File: config.mk
export PLATFORM = sky130hd
export DESIGN_NAME = aq_lsu_bus_arb
export DESIGN_NICKNAME = d
export VERILOG_FILES = /design/src/rtl/aq_lsu_bus_arb.sv
export SDC_FILE = /design/constraint.sdc
export NUM_CORES = 1
export LEC_CHECK = 0
export BUFFER_PORTS_ARGS = -buffer_cell sky130_fd_sc_hd__buf_2
export CAP_MARGIN = 20
export CELL_PAD_IN_SITES_DETAIL_PLACEMENT = 0
export CELL_PAD_IN_SITES_GLOBAL_PLACEMENT = 1
export CORE_MARGIN = 10
export CORE_UTILIZATION = 18
export CTS_CLUSTER_SIZE = 40
export DETAILED_ROUTE_END_ITERATION = 6
export GPL_TIMING_DRIVEN = 0
export PLACE_DENSITY = 0.84
export SYNTH_ARGS = -nofsm -noshare
export SYNTH_HDL_FRONTEND = slang
export SYNTH_SLANG_ARGS = --single-unit
File: constraint.sdc
create_clock -name clk -period 2.2 [get_ports clk]
set_input_delay 0.11 -clock clk [delete_from_list [all_inputs] [get_ports clk]]
set_output_delay 0.11 -clock clk [all_outputs]
set_load 0.005 [all_outputs]
File: src/rtl/aq_lsu_bus_arb.sv
// rtl/aq_lsu_bus_arb.sv - locked multi-beat arbiter sharing one LSU bus request channel
//
// Ports:
//   clk, rst_b            clock; asynchronous active-low reset
//   req_vld/last/data     per-requester beat stream (requester i uses req_data[i*DW +: DW])
//   req_rdy               per-requester beat accepted (only the owner can see out_rdy)
//   out_vld/last/data     downstream beat stream, forwarded combinationally from the owner
//   out_id                binary index of the current owner, held while idle
//   out_rdy               downstream ready
//   arb_busy              channel locked to an owner
//   arb_gnt               one-hot owner, zero while idle
module aq_lsu_bus_arb #(
  parameter int NUM = 4,
  parameter int DW  = 64,
  parameter int IDW = 2
) (
  input  logic              clk,
  input  logic              rst_b,
  input  logic [NUM-1:0]    req_vld,
  input  logic [NUM-1:0]    req_last,
  input  logic [NUM*DW-1:0] req_data,
  output logic [NUM-1:0]    req_rdy,
  output logic              out_vld,
  output logic              out_last,
  output logic [DW-1:0]     out_data,
  output logic [IDW-1:0]    out_id,
  input  logic              out_rdy,
  output logic              arb_busy,
  output logic [NUM-1:0]    arb_gnt
);

  typedef enum logic {IDLE = 1'b0, BUSY = 1'b1} state_e;

  state_e                     state_q, state_d;
  logic [NUM-1:0]             gnt_q, gnt_d;
  logic [IDW-1:0]             id_q, id_d;
  // older_q[i][j] set means requester i outranks requester j; diagonal unused.
  logic [NUM-1:0][NUM-1:0]    older_q, older_d;

  logic [NUM-1:0]             win;
  logic                       sel_vld;
  logic                       sel_last;
  logic [DW-1:0]              sel_data;
  logic                       xfer_last;

  // Reset ranking: lower index outranks higher index.
  function automatic logic [NUM-1:0][NUM-1:0] reset_order();
    logic [NUM-1:0][NUM-1:0] r;
    r = '0;
    for (int i = 0; i < NUM; i++) begin
      for (int j = 0; j < NUM; j++) begin
        r[i][j] = (i < j);
      end
    end
    return r;
  endfunction

  // A valid requester wins when no other valid requester outranks it.
  // The matrix always holds a total order, so at most one bit survives.
  always_comb begin
    win = '0;
    for (int i = 0; i < NUM; i++) begin
      win[i] = req_vld[i];
      for (int j = 0; j < NUM; j++) begin
        if (j != i && req_vld[j] && older_q[j][i]) begin
          win[i] = 1'b0;
        end
      end
    end
  end

  // Owner mux: gnt_q is one-hot in BUSY and zero in IDLE, so an AND-OR select suffices.
  always_comb begin
    sel_vld  = 1'b0;
    sel_last = 1'b0;
    sel_data = '0;
    for (int i = 0; i < NUM; i++) begin
      if (gnt_q[i]) begin
        sel_vld  = sel_vld  | req_vld[i];
        sel_last = sel_last | req_last[i];
        sel_data = sel_data | req_data[i*DW +: DW];
      end
    end
  end

  assign arb_busy  = (state_q == BUSY);
  assign arb_gnt   = gnt_q;
  assign out_id    = id_q;
  assign out_vld   = arb_busy & sel_vld;
  assign out_last  = arb_busy & sel_last;
  assign out_data  = sel_data;
  assign req_rdy   = arb_busy ? (gnt_q & {NUM{out_rdy}}) : '0;
  assign xfer_last = out_vld & out_rdy & out_last;

  always_comb begin
    state_d = state_q;
    gnt_d   = gnt_q;
    id_d    = id_q;
    older_d = older_q;
    case (state_q)
      IDLE: begin
        if (|req_vld) begin
          state_d = BUSY;
          gnt_d   = win;
          for (int i = 0; i < NUM; i++) begin
            if (win[i]) begin
              id_d = IDW'(i);
            end
          end
        end
      end
      BUSY: begin
        if (xfer_last) begin
          state_d = IDLE;
          gnt_d   = '0;
          // Demote the finishing owner below everyone; other pairs keep their order.
          for (int i = 0; i < NUM; i++) begin
            if (gnt_q[i]) begin
              for (int j = 0; j < NUM; j++) begin
                if (j != i) begin
                  older_d[i][j] = 1'b0;
                  older_d[j][i] = 1'b1;
                end
              end
            end
          end
        end
      end
      default: state_d = IDLE;
    endcase
  end

  always_ff @(posedge clk or negedge rst_b) begin
    if (!rst_b) begin
      state_q <= IDLE;
      gnt_q   <= '0;
      id_q    <= '0;
      older_q <= reset_order();
    end else begin
      state_q <= state_d;
      gnt_q   <= gnt_d;
      id_q    <= id_d;
      older_q <= older_d;
    end
  end

endmodule

**After elaboration in Yosys (flattened, before gate mapping)**

Index checks and enable logic that the tools add are counted.

- Output and inout bits: 77
- Logic and storage cells: 109
- Input port bits: 267
- Register bits: 19

- Bitwise gates (word level): 15
- Reductions and logical operators: 28
- Mux-type cells: 49
- Eq/ne operators: 2

Operator list:

| kind | number |
|---|---|
| $mux 64 | 4 |
| $or 64x64->64 | 3 |
| $mux 1 | 32 |
| $reduce_and 3->1 | 7 |
| $mux 4 | 5 |
| $logic_and 1x1->1 | 12 |
| $mux 2 | 6 |
| $reduce_bool 2->1 | 6 |
| $pmux 4 s2 | 1 |
| $or 1x1->1 | 6 |
| $and 1x1->1 | 4 |
| $and 4x4->4 | 1 |
| $reduce_bool 4->1 | 1 |
| $reduce_or 4->1 | 1 |
| $ne 2x1->1 const B | 1 |
| $ne 2x2->1 const B | 1 |
| $pmux 1 s2 | 1 |
| $reduce_and 2->1 | 1 |
| $not 1->1 | 1 |

**Longest topological paths before layout**

Gate-level depths: netlist of the first run.

- Depth in word-level cells: 12
- Depth in mapped cells: 7
- Depth with buffers taken out: 4

**Worst setup path before layout of the first run**

OpenSTA, ideal clock, no wires.

- Path type: reg-to-reg
- From: reg gnt_q[1] (netlist: arb_gnt[1])
- To: reg gnt_q[0] (netlist: arb_gnt[0])
- Slack: 652 ps
- Stages on the path, launching flop included: 8
- Setup time: 82 ps
- Path buffers: 3
- Clock period less this slack: 1548 ps
- Arrival: 1465 ps
- Cell sequence: dfrtp_1 > buf_2 > a22oi_2 > a22oi_4 > and3_4 > buf_6 > buf_12 > o22ai_4

- Cells in the longest elaborated chain, start to end: 10
- Elaborated cells on any way between the ends: 16
- Classes of those cells: eq/ne: 1; mux: 6; bitwise: 8; reduce/logical: 1

RTL lines:

| element | RTL line | RTL |
|---|---|---|
| start: declaration | 35 | `logic [NUM-1:0] gnt_q, gnt_d;` |
| start signal: assignment | 141 | `gnt_q <= gnt_d;` |
| $mux 1 | 78 | `if (gnt_q[i]) begin` |
| $or 1x1->1 | 79 | `sel_vld = sel_vld \| req_vld[i];` |
| $mux 1 | 78 |  |
| $or 1x1->1 | 79 |  |
| $mux 1 | 78 |  |
| $and 1x1->1 | 89 | `assign out_vld = arb_busy & sel_vld;` |
| $and 1x1->1 | 93 | `assign xfer_last = out_vld & out_rdy & out_last;` |
| $and 1x1->1 (*) | 93 |  |
| $ne 2x1->1 (no line) (*) | -- |  |
| $reduce_and 2->1 (no line) (*) | -- |  |

Mark *: on every way between the ends. The rest lies on a longest branch, timed or not.
A chain may end at the register's enable or synchronous reset.

**Worst setup path in the final report of the first run**

- From: reg gnt_q[0] (netlist: arb_gnt[0])
- To: out out_data[36]

- Cells in the longest elaborated chain, start to end: 7

RTL lines:

| element | RTL line | RTL |
|---|---|---|
| $mux 64 (*) | 78 |  |
| $or 64x64->64 | 81 | `sel_data = sel_data \| req_data[i*DW +: DW];` |
| $mux 64 (*) | 78 |  |
| $or 64x64->64 | 81 |  |
| $mux 64 (*) | 78 |  |
| $or 64x64->64 | 81 |  |
| $mux 64 (*) | 78 |  |
| end: declaration | 25 | `output logic [DW-1:0] out_data,` |

Marks and branches as above.

==> out/metrics.cfg, run 1 <==
[power]
p_leak_nw = 2.449
ir_drop_mv = 0.5138
cellPowerDensity_mw_per_mm2 = 1115

[route]
drc = 0
wl_per_cell_um = 19.10
detail-route-antenna-nets = 0
drt_first_pass_iters = 4
routed_via_density = 4.769
vias = 3963
wirelength_mm = 15.87
drt_iter0_markers = 260

[placed_design]
port_buffers = 343
place_area_mm2 = 0.004268
place.gp.congestion = 0.8444
dp_hpwl_mm = 13.64

[run_status]
status = finished, final reports clean

[logic_synthesis]
synth_fp_nets = 579
synth_edf_count = 0
avgSynthCellArea_um2 = 7.487
netlist.area_leader.share = 0.4210
yosysTopAreaCell = a22oi_1
yosysSeqAreaShare = 0.2067
ys_warn_count = 0
synth_cell_types = 29
synth-async-reset-ratio = 1.000
ys.flop_type = dfrtp_1
synth_cells = 312
synthTopCellsByArea = a22oi_1 42%, dfrtp_1 14%, nand2_1 12%, dfstp_2 6.7%, a22o_1 2.6%
synth.most_common_cell = a22oi_1
synth_commonest_cells = 131 x a22oi_1, 77 x nand2_1, 16 x clkbuf_1, 13 x dfrtp_1, 12 x buf_1
netlist_area_mm2 = 0.002336
ys_seq_elements = 19

[global_routing]
globalRouteTotalUtil = 0.1581
grt_max_degree = 20
antenna_found_initial = 0
grt_pass1_vias = 4212
grt.overflow.total = 0
grt_pass1_wl_mm = 23.22

[flow_run]
maxCapViolCount = 0

[final_layout]
synthToLayoutAreaGrowth_pct = 86.56
n_fill_cell = 1399
nets = 927
diodes = 0
drive_gt1_frac = 0.5766
design_area_mm2 = 0.004358

[critical_path]
arrival_ns = 1.94
cp-start-kind = flip-flop
r2r_setup_slack_ns = 0.30
critPathMaxFanout = 10
cp_data_required_time_ns = 2.09
crit_type = reg2out
cp-end-kind = output pin

[timing]
slew_violations = 0
final-hold-violation-count = 0
timing.fmax_mhz = 486.7
tightestPinTransition_ns = 0.5144
grt_setup_unrepaired = false
setup_tns_ns = 0
timing.final.crit_share = 0.9340
holdWs_ns = 0.2813
setup_viol = 0
layout_min_cycle_time_ns = 2.055
slew_headroom = 0.6570
fin_skew_ns = 0.003104

[clocking]
postCtsSetupBuffers = 0
clock_sinks = 19
insertion_delay_ns = 0.25
root_buffer = clkbuf_16
cts_max_path_buffers = 2
clk_pin_slew_worst_paths_ns = 0.05
htreeDepth = 1
cts_buffers = 3
cts_tree = yes

[floorplan]
rows = 41
core_area_mm2 = 0.01267
initial_core_util = 0.1844
die_w_um = 133.9
io_pins = 344
dieArea_mm2 = 0.01793
die_h_um = 133.9

[min_path]
min_path_type = in2reg

==> cell usage in the layout (no fill, tap or decap), types with 4 or more instances in the layout <==
| cell type | n |
|---|---|
| buf_2 | 347 |
| a22oi_1 | 131 |
| nand2_1 | 77 |
| clkbuf_1 | 15 |
| dfrtp_1 | 13 |
| buf_1 | 9 |
| a21oi_1 | 9 |
| a22o_1 | 7 |
| a21oi_2 | 6 |
| dfstp_2 | 6 |
| clkbuf_2 | 4 |
| and3_1 | 4 |
==> critical path, cell delays in order (launching register included) <==
cell      delay, ns
dfrtp_1        0.45
clkbuf_2       0.39
buf_1          0.43
a22oi_1        0.20
nand2_1        0.10
buf_2          0.11
==> cell type report <==
class | instances | area [um2] | area share
plain buffers | 34 | 168.9 | 0.03876
clock buffers | 4 | 78.83 | 0.01809
inverters | 1 | 3.754 | 0.0008613
multi-input cells | 257 | 1682 | 0.3859
flip-flops and latches | 19 | 483.0 | 0.1108
well taps | 172 | 215.2 | 0.04938
repair buffers | 344 | 1727 | 0.3962
==> layer usage <==
layer / vias up / wire length, um / global-route usage
met3: 12 / 1783 / 0.06161
li1: 1931 / - / -
met2: 224 / 7865 / 0.2880
met4: 0 / 102 / 0.01330
met5: - / 0 / 0
met1: 1796 / 6117 / 0.1758
==> state kept, by name (all words and copies together) (netlist names) <==
register  cells
older_q      12
arb_gnt       4
arb_busy      1
out_id        2
==> final timing paths <==
kind,startpoint,to,cells after the start
max,arb_gnt[0]$_DFFE_PN0P_,out_data[36],5
min,req_vld[1],arb_gnt[1]$_DFFE_PN0P_,3
max reg2reg,arb_gnt[1]$_DFFE_PN0P_,arb_gnt[0]$_DFFE_PN0P_,7
min reg2reg,out_id[1]$_DFFE_PN0P_,out_id[1]$_DFFE_PN0P_,1
max in group asynchronous,rst_b,older_q[11]$_DFFE_PN1P_,2
min in group asynchronous,rst_b,out_id[1]$_DFFE_PN0P_,2
==> stage by stage <==
step / power, mW / cells / util / setup WS [ns]
CTS: 4.921 / 831 / 0.3436 / 0.09229
global placement: 4.554 / 827 / 0.3368 / 0.07472
finish: 4.859 / 831 / 0.3439 / 0.1453
floorplan: 2.767 / 312 / - / 0.6523
detailed placement: 4.540 / 827 / 0.3368 / 0.07316
global route: 5.349 / 831 / 0.3439 / 0.03765
==> timing repair <==
item                                    4_1_cts  5_1_grt
endpoints found under the setup margin       49        2
endpoints found under the hold margin        13        0
hold buffers                                  1        0
cloned                                        0        0
gates resized for setup                       1        3
pin swaps                                     0        0
==> power by group <==
part / total (mW) / internal (mW) / switching, mW
clock: 0.371 / 0.246 / 0.125
sequential: 0.678 / 0.555 / 0.123
combinational: 3.81 / 1.68 / 2.13
total: 4.86 / 2.48 / 2.38
==> logic make-up (layout without fill, tap and decap cells) <==
kind of cell	count (synthesis)	in the layout	share of synthesized area
and+or+nand+nor	90	90	0.1591
buffers and inverters	36	383	0.07338
AOI/OAI and AO/OA	167	167	0.5608
DFF	19	19	0.2067
No activity file was read; power rests on OpenSTA's default activity.
==> run 2, diff against run 1 <==
--- a/config.mk
+++ b/config.mk
@@ -9,12 +9,12 @@
 export CAP_MARGIN = 20
 export CELL_PAD_IN_SITES_DETAIL_PLACEMENT = 0
 export CELL_PAD_IN_SITES_GLOBAL_PLACEMENT = 1
-export CORE_MARGIN = 10
-export CORE_UTILIZATION = 18
+export CORE_AREA = 10 10 126 128
 export CTS_CLUSTER_SIZE = 40
 export DETAILED_ROUTE_END_ITERATION = 6
+export DIE_AREA = 0 0 136 138
 export GPL_TIMING_DRIVEN = 0
-export PLACE_DENSITY = 0.84
+export PLACE_DENSITY = 0.82
 export SYNTH_ARGS = -nofsm -noshare
 export SYNTH_HDL_FRONTEND = slang
 export SYNTH_SLANG_ARGS = --single-unit
==> constraint.sdc (replaced) <==
create_clock -name clk -period 2.55 [get_ports clk]
set_input_delay 0.1275 -clock clk [delete_from_list [all_inputs] [get_ports clk]]
set_output_delay 0.1275 -clock clk [all_outputs]
set_load 0.005 [all_outputs]
==> run 2 against run 1 <==
- register-to-register slack improved by 0.31 ns
- combinational power fell by 13%
- power fell by 13%
- via count rose by 1.2%
- critical path type unchanged
- flip-flop and latch count did not move
- clock power fell by 12%
- global-route usage rose by 0.24 points
- critical endpoint is now out_data[12]
- clock-buffer cell count did not move
- sequential share of layout area barely moved
==> out/metrics.cfg, run 2 (synthesis results as in run 1) <==
[route]
drt_first_pass_iters = 4  ; unchanged
routed_via_density = 4.779  ; +0.22%
drt_iter0_markers = 255  ; -1.9%
detail-route-antenna-nets = 0  ; unchanged
wirelength_mm = 16.35  ; +3.0%
vias = 4010  ; +1.2%
drc = 0  ; unchanged
wl_per_cell_um = 19.48  ; +2.0%

[clocking]
clock_sinks = 19  ; unchanged
root_buffer = clkbuf_16
cts_max_path_buffers = 2  ; unchanged
cts_buffers = 3  ; unchanged
clk_pin_slew_worst_paths_ns = 0.05  ; about the same
postCtsSetupBuffers = 0  ; unchanged
insertion_delay_ns = 0.25  ; about the same
cts_tree = yes
htreeDepth = 1  ; unchanged

[min_path]
min_from = req_vld[3]
min_path_type = in2reg
min_path_cells = 3  ; unchanged

[global_routing]
globalRouteTotalUtil = 0.1605  ; +0.002373
grt_pass1_wl_mm = 24.41  ; +5.1%
antenna_found_initial = 0  ; unchanged
grt_pass1_vias = 4356  ; +3.4%
grt.overflow.total = 0  ; unchanged
grt_max_degree = 20  ; unchanged

[timing]
layout_min_cycle_time_ns = 2.210
tightestPinTransition_ns = 0.6013  ; +0.08684 ns
fin_skew_ns = 0.002322  ; -0.0007813 ns
slew_headroom = 0.5992  ; -0.05789
timing.final.crit_share = 0.8667
setup_viol = 0  ; unchanged
slew_violations = 0  ; unchanged
grt_setup_unrepaired = false
final-hold-violation-count = 0  ; unchanged
timing.fmax_mhz = 452.5
setup_tns_ns = 0  ; unchanged
setup_ws_ns = 0.3400  ; +0.1947 ns

[floorplan]
die_w_um = 136  ; +1.6%
io_pins = 344  ; unchanged
die_h_um = 138  ; +3.0%
core_area_mm2 = 0.01350  ; +6.6%
initial_core_util = 0.1730  ; -0.01138
rows = 43  ; +4.9%
dieArea_mm2 = 0.01877  ; +4.6%

[final_layout]
layout_common_cells = 347 x buf_2, 131 x a22oi_1, 77 x nand2_1, 15 x clkbuf_1, 13 x dfrtp_1
diodes = 0  ; unchanged
synthToLayoutAreaGrowth_pct = 86.82
nets = 927  ; unchanged
finish.utilization = 0.3232  ; -0.02076
layout_commonest_cell = buf_2
regMostFlops = older_q
multi_input_area_mm2 = 0.001682  ; unchanged
largest_reg_flops = 12  ; unchanged
drive_gt1_frac = 0.5721  ; -0.004552
n_fill_cell = 1551  ; +11%
seq_area_um2 = 483.0  ; unchanged

[critical_path]
arrival_ns = 2.08  ; +0.14 ns
crit_type = reg2out
startpoint = arb_gnt[0]$_DFFE_PN0P_
critPathMaxFanout = 10  ; unchanged
cp-end-kind = output pin
cp-start-kind = flip-flop
ff2ff_path_depth = 7  ; unchanged
reg2reg_from = arb_gnt[1]$_DFFE_PN0P_
cp_data_required_time_ns = 2.42  ; +0.33 ns

[placed_design]
place_worst_setup_slack_ns = 0.3150  ; +0.2419 ns
dp_hpwl_mm = 14.12  ; +3.5%
place.gp.congestion = 0.8968  ; +6.2%
port_buffers = 343  ; unchanged

[power]
cellPowerDensity_mw_per_mm2 = 970.3  ; -13%
ir_drop_mv = 0.4439  ; -14%
p_leak_nw = 2.439  ; -0.40%

[flow_run]
maxCapViolCount = 0  ; unchanged

[run_status]
status = finished, final reports clean

## run 2: report_power, final
part           switching (mW)  internal, mW
Combinational            1.88          1.44
Sequential              0.109         0.479
Clock                   0.112         0.213
## run 2: final timing paths
path | endpoint | slack, ns
max | out_data[12] | 0.34
min | arb_gnt[3]$_DFFE_PN0P_ | 0.30
max reg2reg | older_q[13]$_DFFE_PN0P_ | 0.61
min reg2reg | out_id[1]$_DFFE_PN0P_ | 0.47
max in group asynchronous | older_q[7]$_DFFE_PN1P_ | 1.87
min in group asynchronous | out_id[1]$_DFFE_PN0P_ | 0.35
## run 2: what timing repair did
item                                    4_1_cts  5_1_grt
gates resized for setup                       0        2
hold buffers                                  1        0
hold endpoints to repair                     13        0
endpoints found under the setup margin        0       11
## run 2: metal layers
layer,GRT usage,up-vias,part of all wire,wire (um)
met5,0,-,0,0
met4,0.04543,0,0.023,383
met3,0.05471,21,0.11,1734
met2,0.2766,248,0.49,7955
met1,0.1821,1811,0.38,6272
li1,-,1930,-,-
## run 2: area by class of cell
type | count | share of cell area
buffer | 34 | 0.03784
clock buffer | 4 | 0.01806
inverter | 1 | 0.0008601
multi-input combinational | 257 | 0.3853
sequential | 19 | 0.1107
tap | 180 | 0.05161
timing repair buffer | 344 | 0.3956
## run 2: through the flow
stage / area, um2 / hold slack, ns / power [mW] / instances
2_1_floorplan: 2336 / -0.1681 / 2.387 / 312
3_3_place_gp: 4278 / 0.08740 / 3.974 / 835
3_5_place_dp: 4278 / 0.09234 / 3.975 / 835
4_1_cts: 4367 / 0.2949 / 4.315 / 840
5_1_grt: 4364 / 0.3275 / 4.659 / 839
6_report: 4364 / 0.3029 / 4.235 / 839
## run 2: worst max-delay path: stages, from the launching register on
cell	delay (ns)
dfrtp_1	0.48
clkbuf_2	0.33
buf_1	0.30
a22oi_1	0.47
nand2_1	0.11
buf_2	0.15
==> run 3, diff against run 2 <==
--- a/config.mk
+++ b/config.mk
@@ -14,7 +14,7 @@
 export DETAILED_ROUTE_END_ITERATION = 6
 export DIE_AREA = 0 0 136 138
 export GPL_TIMING_DRIVEN = 0
-export PLACE_DENSITY = 0.82
+export PLACE_DENSITY = 0.83
 export SYNTH_ARGS = -nofsm -noshare
 export SYNTH_HDL_FRONTEND = slang
 export SYNTH_SLANG_ARGS = --single-unit
==> constraint.sdc (replaced) <==
create_clock -name clk -period 2.6 [get_ports clk]
set_input_delay 0.13 -clock clk [delete_from_list [all_inputs] [get_ports clk]]
set_output_delay 0.13 -clock clk [all_outputs]
set_load 0.005 [all_outputs]
==> run 3 against run 2 <==
- sequential share of layout area about the same
- die area unchanged
- sequential power down 2%
- non-clock buffer count up 1
- via count up 1.9%
- combinational power down 2%
- critical path depth up 1
- routed wire length down 0.24%
- flip-flop and latch count unchanged
- utilization about the same
- power down 1.8%
- worst setup slack worse by 0.13 ns
- critical path type unchanged
- critical endpoint is now out_data[22]
==> out/metrics.cfg, run 3 (synthesis results as in run 1) <==
[clocking]
cts_tree = yes
htreeDepth = 1  ; unchanged
cts_buffers = 3  ; unchanged
clk_pin_slew_worst_paths_ns = 0.05  ; about the same
cts_max_path_buffers = 2  ; unchanged
clock_sinks = 19  ; unchanged
root_buffer = clkbuf_16
postCtsSetupBuffers = 0  ; unchanged
insertion_delay_ns = 0.25  ; about the same

[critical_path]
reg2reg_from = arb_gnt[3]$_DFFE_PN0P_
crit_type = reg2out
rr_endpoint = arb_gnt[0]$_DFFE_PN0P_
arrival_ns = 2.26  ; +0.18 ns
critPathMaxFanout = 10  ; unchanged
max_stage_delay_ns = 0.66  ; +0.18 ns
crit_chain = buf_2 > clkbuf_1 > clkbuf_1 > a22oi_1 > nand2_1 > buf_2
r2r_setup_slack_ns = 0.75  ; +0.14 ns
cp_slowest_cell = clkbuf_1
cp-end-kind = output pin
cp-start-kind = flip-flop
ff2ff_path_depth = 7  ; unchanged
cp_data_required_time_ns = 2.47  ; +0.05 ns

[route]
vias = 4085  ; +1.9%
detail-route-antenna-nets = 0  ; unchanged
wirelength_mm = 16.31  ; -0.24%
drc = 0  ; unchanged
drt_first_pass_iters = 5  ; +1
drt_iter0_markers = 235  ; -7.8%
routed_via_density = 4.863  ; +1.7%
wl_per_cell_um = 19.41  ; -0.36%

[timing]
slew_headroom = 0.4466  ; -0.1526
grt_setup_unrepaired = false
final-hold-violation-count = 0  ; unchanged
setup_viol = 0  ; unchanged
timing.fmax_mhz = 418.9
layout_min_cycle_time_ns = 2.387
holdWs_ns = 0.3034  ; +0.0005390 ns
slew_violations = 0  ; unchanged
tightestPinTransition_ns = 0.8301  ; +0.2288 ns
timing.final.crit_share = 0.9181
setup_tns_ns = 0  ; unchanged
fin_skew_ns = 0.005624  ; +0.003302 ns

[final_layout]
seq_area_um2 = 483.0  ; unchanged
synthToLayoutAreaGrowth_pct = 87.04
regMostFlops = older_q
largest_reg_flops = 12  ; unchanged
multi_input_area_mm2 = 0.001682  ; unchanged
drive_gt1_frac = 0.5727  ; +0.0006484
layout_commonest_cell = buf_2
diodes = 0  ; unchanged
nets = 928  ; +0.11%
layout_common_cells = 347 x buf_2, 131 x a22oi_1, 77 x nand2_1, 15 x clkbuf_1, 13 x dfrtp_1
n_fill_cell = 1502  ; -3.2%

[power]
cellPowerDensity_mw_per_mm2 = 952.0  ; -1.9%
p_leak_nw = 2.443  ; +0.16%
ir_drop_mv = 0.5967  ; +34%

[global_routing]
grt_pass1_wl_mm = 23.71  ; -2.9%
grt.overflow.total = 0  ; unchanged
globalRouteTotalUtil = 0.1562  ; -0.004345
antenna_found_initial = 0  ; unchanged
grt_pass1_vias = 4227  ; -3.0%
grt_max_degree = 20  ; unchanged

[run_status]
status = finished, final reports clean

[floorplan]
dieArea_mm2 = 0.01877  ; unchanged
core_area_mm2 = 0.01350  ; unchanged
die_w_um = 136  ; unchanged
io_pins = 344  ; unchanged
die_h_um = 138  ; unchanged
rows = 43  ; unchanged
initial_core_util = 0.1730  ; unchanged

[min_path]
min_path_cells = 3  ; unchanged
min_from = req_vld[2]
whs_endpoint = arb_gnt[2]$_DFFE_PN0P_
min_path_type = in2reg

[placed_design]
port_buffers = 343  ; unchanged
place.gp.congestion = 0.9203  ; +2.6%
dp_hpwl_mm = 14.00  ; -0.83%

[flow_run]
maxCapViolCount = 0  ; unchanged

[run 3: routing by layer]
metal | up-vias | routed length (um) | GRT usage
li1 | 1932 | - | -
met4 | 0 | 148 | 0.01795
met1 | 1898 | 6129 | 0.1713
met3 | 14 | 1881 | 0.05906
met2 | 241 | 8147 | 0.2840
met5 | - | 0 | 0
[run 3: power by group]
| part | internal (mW) | total [mW] | switching (mW) | leakage (nW) |
|---|---|---|---|---|
| combinational | 1.42 | 3.27 | 1.85 | 2.18 |
| clock | 0.206 | 0.318 | 0.112 | 0.0409 |
| sequential | 0.470 | 0.575 | 0.105 | 0.222 |
[run 3: worst max path at each step]
stage,startpoint,end
after detailed placement,arb_gnt[0]$_DFFE_PN0P_,out_data[54]
final,arb_gnt[1]$_DFFE_PN0P_,out_data[22]
after global routing,arb_gnt[1]$_DFFE_PN0P_,out_data[33]
after floorplan,arb_gnt[1]$_DFFE_PN0P_,arb_gnt[0]$_DFFE_PN0P_
after global placement,arb_gnt[0]$_DFFE_PN0P_,out_data[54]
after CTS,arb_gnt[0]$_DFFE_PN0P_,out_data[54]
[run 3: per-stage QoR]
stage | std cells | total power [mW] | area [um2] | utilization | setup slack, ns
3_5_place_dp | 835 | 3.885 | 4278 | 0.3168 | 0.3793
4_1_cts | 840 | 4.216 | 4368 | 0.3235 | 0.1020
3_3_place_gp | 835 | 3.895 | 4278 | 0.3168 | 0.3799
6_report | 840 | 4.159 | 4369 | 0.3235 | 0.2129
2_1_floorplan | 312 | 2.341 | 2336 | - | 1.052
5_1_grt | 840 | 4.562 | 4369 | 0.3235 | 0.06908
[run 3: repair_timing]
| item | CTS | global route |
|---|---|---|
| endpoints found under the setup margin | 0 | 1 |
| gates resized for setup | 0 | 3 |
| endpoints found under the hold margin | 13 | 0 |
| hold buffers | 1 | 0 |
[run 3: critical path: cells and delay by family (launching register included)]
kind                   cells  cell delay (ns)
AOI/OAI and AO/OA          1             0.14
DFF                        1             0.33
and+or+nand+nor            1             0.08
buffers and inverters      4             1.44
[run 3: cell type report]
type,count,share of cell area
timing repair buffer,344,0.3952
multi-input combinational,257,0.3849
sequential,19,0.1105
tap,180,0.05155
buffer,35,0.03866
clock buffer,3,0.01718
clock inverter,1,0.001145
inverter,1,0.0008591
